==> src/rtl/alu_controller_pkg.sv <==
// Shared opcode constants and FSM state encoding for alu_controller and the
// external ALU it drives.
package alu_controller_pkg;

  localparam logic [1:0] OP_ADD = 2'd0;
  localparam logic [1:0] OP_SUB = 2'd1;
  localparam logic [1:0] OP_AND = 2'd2;
  localparam logic [1:0] OP_NOT = 2'd3;

  typedef enum logic [1:0] {
    IDLE = 2'd0,
    EXEC = 2'd1,
    RESP = 2'd2
  } state_t;

endpackage

==> src/rtl/alu_controller.sv <==
// Command/response sequencer for an external combinational ALU: owns the
// accumulator, the zero flag and the completed-command count.
module alu_controller
  import alu_controller_pkg::*;
#(
  parameter logic [1:0] ADD = OP_ADD,
  parameter logic [1:0] SUB = OP_SUB,
  parameter logic [1:0] AND = OP_AND,
  parameter logic [1:0] NOT = OP_NOT
) (
  input  logic       clk,
  input  logic       rst,
  input  logic       cmdValid,
  output logic       cmdReady,
  input  logic       cmdLoad,
  input  logic [1:0] cmdOp,
  input  logic [7:0] cmdData,
  output logic [1:0] ALUop,
  output logic [7:0] aluA,
  output logic [7:0] aluB,
  input  logic [7:0] aluRes,
  output logic       rspValid,
  input  logic       rspReady,
  output logic [7:0] rspData,
  output logic       zero,
  output logic [7:0] opCount
);

  state_t     state;
  state_t     next_state;
  logic [7:0] acc;

  // Commands use the package encoding; the ALU may be built with its own codes.
  function automatic logic [1:0] map_op(input logic [1:0] op);
    case (op)
      OP_ADD:  map_op = ADD;
      OP_SUB:  map_op = SUB;
      OP_AND:  map_op = AND;
      default: map_op = NOT;
    endcase
  endfunction

  always_ff @(posedge clk) begin
    if (rst) state <= IDLE;
    else     state <= next_state;
  end

  always_comb begin
    next_state = state;
    case (state)
      IDLE:    if (cmdValid) next_state = cmdLoad ? RESP : EXEC;
      EXEC:    next_state = RESP;
      RESP:    if (rspReady) next_state = IDLE;
      default: next_state = IDLE;
    endcase
  end

  always_comb begin
    cmdReady = (state == IDLE);
    rspValid = (state == RESP);
  end

  // Operand registers change only on acceptance, so the ALU inputs hold in IDLE.
  always_ff @(posedge clk) begin
    if (rst) begin
      acc     <= 8'd0;
      ALUop   <= 2'd0;
      aluB    <= 8'd0;
      zero    <= 1'b1;
      opCount <= 8'd0;
    end else begin
      case (state)
        IDLE: begin
          if (cmdValid) begin
            if (cmdLoad) begin
              acc  <= cmdData;
              zero <= (cmdData == 8'd0);
            end else begin
              ALUop <= map_op(cmdOp);
              aluB  <= cmdData;
            end
          end
        end
        EXEC: begin
          acc  <= aluRes;
          zero <= (aluRes == 8'd0);
        end
        RESP: begin
          if (rspReady) opCount <= opCount + 8'd1;
        end
        default: ;
      endcase
    end
  end

  assign aluA    = acc;
  assign rspData = acc;

endmodule

==> config.mk <==
export PLATFORM = sky130hd
export DESIGN_NAME = alu_controller
export DESIGN_NICKNAME = d
export VERILOG_FILES = /design/src/rtl/alu_controller_pkg.sv /design/src/rtl/alu_controller.sv
export SDC_FILE = /design/constraint.sdc
export NUM_CORES = 1
export LEC_CHECK = 0
export BUFFER_PORTS_ARGS = -buffer_cell sky130_fd_sc_hd__buf_4
export CORE_UTILIZATION = 35
export DETAILED_ROUTE_END_ITERATION = 8
export GPL_ROUTABILITY_DRIVEN = 0
export MAX_ROUTING_LAYER = met4
export PLACE_DENSITY_LB_ADDON = 0.08
export RECOVER_POWER = 25
export SYNTH_ARGS = -nofsm -noshare
export SYNTH_HDL_FRONTEND = slang
export SYNTH_SLANG_ARGS = --single-unit
==> constraint.sdc <==
create_clock -name clk -period 1.6 [get_ports clk]
set_input_delay 0.08 -clock clk [delete_from_list [all_inputs] [get_ports clk]]
set_output_delay 0.08 -clock clk [all_outputs]
set_load 0.01 [all_outputs]
* Word-level counts from Yosys, hierarchy flattened *
Index checks and enable logic that the tools add are counted.

cells by class
  reductions and logical operators = 9
  divide/modulo/power cells = 0
  mux-type cells = 11
  $lt $le $gt $ge = 0
  equal/unequal tests = 7
  shifts and indexed selects = 0
  bitwise operators = 1
  multipliers = 0
  add/subtract/negate cells = 1

operators with widths
  kind                                                                   count
  8-bit zero test                                                        2
  8-bit two-way mux                                                      2
  8-bit case mux with 2 select lines                                     1
  2-bit case mux with 3 select lines                                     2
  8-bit by 1-bit adder with 8-bit output, second input constant          1
  2-bit two-way mux                                                      3
  3-bit AND reduction                                                    2
  2-bit by 1-bit equality test with 1-bit output, second input constant  2
  2-bit equality test, second input constant                             2
  2-bit zero test                                                        2
  2-bit by 1-bit != test with 1-bit output, second input constant        2
  2-bit AND reduction                                                    2
  1-bit two-way mux                                                      2
  2-bit != test, second input constant                                   1
  1-bit case mux with 2 select lines                                     1
  2-bit nonzero test                                                     1
  1-bit NOT                                                              1

storage, ports and cells
  memories = 0
  bits in writable memories = 0
  output and inout port bits = 37
  bits in latches = 0
  memory bits (read-only) = 0
  word-level logic and storage cells = 35
  flip-flop bits (word level) = 29

* Longest topological paths before layout *
  depth in word-level cells = 4
  gate-level depth with buffers = 5
  depth with buffers taken out = 4

* Worst setup path after synthesis *
No wires, ideal clock.

  path type = register to register
  start point = register state[1]
  end point = register ALUop[1]
  library setup time = 0.132 ns
  arrival time = 1.250 ns
  period minus slack after synthesis = 1.382 ns
  setup slack = 0.218 ns
  stages on the path, launching flop included = 6
  cell sequence = dfxtp_1 > buf_4 > or4b_1 > buf_2 > nand2_1 > a21oi_1

on the way
  longest elaborated chain between the ends = 2

ends and longest elaborated chain
  element                        RTL line              text
  start, declared                alu_controller.sv:29  state_t state;
  start signal, assigned         alu_controller.sv:45  else state <= next_state;
  2-bit zero test                alu_controller.sv:72  case (state)
  3-bit AND reduction (no line)  -
  end signal, assigned           alu_controller.sv:79  ALUop <= map_op(cmdOp);
  end, declared                  alu_controller.sv:18  output logic [1:0] ALUop,

Every way passes these cells.
A chain may end at the register's enable or synchronous reset.

* Final worst setup path *
  start point = register state[1]
  end point = register aluB[4]

on the way
  longest elaborated chain between the ends = 2

ends and longest elaborated chain
  element                        RTL line              text
  2-bit zero test                alu_controller.sv:72
  3-bit AND reduction (no line)  -
  end signal, assigned           alu_controller.sv:80  aluB <= cmdData;
  end, declared                  alu_controller.sv:20  output logic [7:0] aluB,

Every way passes these cells.

==> reports/summary.txt <==
Result of the run = finished, final reports clean
Busiest grt layer = met2
# clock sinks = 29
Die width = 63.1 um
Min Tclk post-route = 1.49 ns
Core area = 3470 um^2
DRT iter0 DRCs = 25
Synth warn = 0
Worst Max-Slew Pin Slew = 0.578 ns
NumNets Final = 224
RSZ-0062 raised after global routing = no
Multi-input logic area = 624 um^2
Top-area cell type share of the netlist area = 0.444
Post-CTS Hold Fix Bufs = 0
Post-DP HPWL = 2.42 mm
Grt total ovfl = 0
Total track usage = 0.171
Max Fclk = 669 MHz
Detail Route Antenna Nets = 0
CP Class = flop to flop
Slew HR = 0.613
Worst r2r src = state[1]
Worst Clk Skew = 0.00627 ns
Critical path endpoint category = flop
Via density = 5.00
Most frequent cells after synthesis = 29 x dfxtp_1, 25 x nand2_1, 15 x a21oi_1, 13 x nor2_1, 10 x buf_4
Max Cap Viol = 0
Post-CTS Setup Inserts = 0
Cts repair resizes = 0
Row count = 21
Via count = 1234
Tcrit/Tclk final = 0.934
Starting Density = 0.377
Fillers = 367
N_diodes = 0
Hold Violations, Final = 0
Met1 usage = 0.212
Syn_area_per_cell = 8.89 um^2
Reg2Reg Depth = 4
Drt pass-1 iters = 4
Hold_sp = cmdOp[0]
Max-slew violations = 0
Final setup fails = 0
DIE AREA = 3980 um^2
Pin count of the biggest net entering global routing = 30
Post-Synthesis Cells = 147
Top-count cell post-synth = dfxtp_1
Vias in the first global route = 1129
Worst Hold End = ALUop[0]
Leakage power = 0.754 nW
Chip Height = 63.1 um
Count of input and output buffers = 59
Syn Nets = 171
Number of synthesized register bits = 29
WP data required = 1.80 ns
CTS tree = yes
Register area = 581 um^2
Worst hold margin = 0.0517 ns
R2r setup slk = 0.11 ns
Crit-path max FO = 10
Startpoint types = flop
Final wirelength = 3.28 mm
Distinct cells, synth = 30
GR Util met2 = 0.253
Worst-path clk slew = 0.06 ns
Synth top area cells = dfxtp_1 44%, nand2_1 7.2%, mux2i_1 6.9%
Worst reg2reg path endpoint = aluB[4]
Post-synth top area cell = dfxtp_1
WHS Path Cells = 3
Hold Path Class = input port to flop
Number of synthesized flops with an enable pin = 0
Drt wl/cell = 13.3 um
PD cells = 918 nW/um^2
Insertion delay to the later sink of the worst-skew pair = 0.28 ns
First-pass GRT wire length = 5.09 mm
CP arrival = 1.70 ns
Area Overhead vs Synth = 34.0%
Sequential-to-total area share from yosys stat = 0.444
H-tree level count = 2
TritonCTS Buffers = 5
Post-Synthesis Cell Area = 1310 um^2
Grt met3 use = 0.0435
Longest Clk Path Bufs = 2
Drt drc = 0
Layout cell share with drive strength beyond 1 = 0.264
Post-synth ARST share = 0
I/O pin count = 60
Setup Total Neg Slack = 0 ns
Clock root cell = clkbuf_8
Initial antenna violation count = 0
Synth Flop Type = dfxtp_1
Maximum VDD drop = 0.499 mV
cells by family (layout without fill, tap and decap cells):
| group | after synthesis | count (layout) | share of synthesized area |
|---|---|---|---|
| AO/OA/AOI/OAI | 30 | 30 | 0.138 |
| XOR/XNOR | 2 | 2 | 0.0134 |
| adder cells (fa/ha/maj) | 1 | 1 | 0.00957 |
| buffers and inverters | 17 | 71 | 0.0785 |
| flip-flops | 29 | 29 | 0.444 |
| multiplexers | 9 | 9 | 0.0689 |
| AND/OR/NAND/NOR | 59 | 59 | 0.248 |
critical path: stages, from the launching register on:
cell and delay, ns:
dfxtp_1 0.39, buf_4 0.18, nor4b_4 0.56, nand2_1 0.13
a21oi_1 0.15
report_power, final:
group          total (mW)  switching [mW]  internal, mW  leakage, nW
logic               0.253           0.126         0.127        0.478
registers           0.787          0.0290         0.758        0.237
clock network       0.568           0.260         0.308       0.0395
total                1.61           0.415          1.19        0.754
per-layer routing:
metal	vias to the layer above	wire length, um	share of wire
li1	615	-	-
met1	569	1560	0.48
met2	42	1470	0.45
met3	8	189	0.058
met4	0	62	0.019
met5	-	0	0
how the worst max path moves through the flow:
stage,startpoint,endpoint,slack [ns]
2_1_floorplan,state[1],ALUop[1],0.22
3_3_place_gp,state[1],aluB[3],0.18
5_1_grt,state[1],aluB[7],0.01
3_5_place_dp,state[1],aluB[4],0.11
6_report,state[1],aluB[4],0.11
4_1_cts,state[1],aluB[4],0.12
cells in the final DEF (no fill, tap or decap):
cell	count
dfxtp_1	29
inv_1	1
or4b_1	1
nand2_1	25
a31oi_1	1
nand3_1	1
or3_1	3
nor2_1	13
xor2_1	2
and2b_1	1
nand3b_1	2
ha_1	1
nand2b_1	1
nor4_1	4
buf_4	46
clkbuf_8	5
nand4b_1	2
a21oi_1	15
o31ai_1	2
o2111ai_1	1
nor4b_4	1
nand4_1	1
a211oi_1	8
or4_1	2
nand4b_4	1
or2b_1	1
mux2i_1	9
clkbuf_1	19
o21ai_0	3
registers in the layout, summed over array words and instances (netlist names):
name / cells
state: 2
opCount: 8
ALUop: 2
zero: 1
aluB: 8
aluA: 8
stage by stage:
step | total power [mW] | std cells | setup slack [ns] | instance area (um^2) | utilization
2_1_floorplan | 0.943 | 147 | 0.218 | 1310 | -
5_1_grt | 1.69 | 247 | 0.0147 | 1750 | 0.505
3_5_place_dp | 1.08 | 239 | 0.115 | 1730 | 0.499
4_1_cts | 1.65 | 247 | 0.116 | 1810 | 0.522
6_report | 1.61 | 247 | 0.106 | 1750 | 0.505
3_3_place_gp | 1.07 | 239 | 0.176 | 1730 | 0.499
layout make-up:
| class | count | share of cell area |
|---|---|---|
| Tap cell | 46 | 0.0329 |
| Sequential cell | 29 | 0.331 |
| Multi-Input combinational cell | 101 | 0.356 |
| Timing Repair Buffer | 62 | 0.231 |
| Inverter | 1 | 0.00214 |
| Clock buffer | 8 | 0.0457 |
Power figures use the tool's default switching activity.
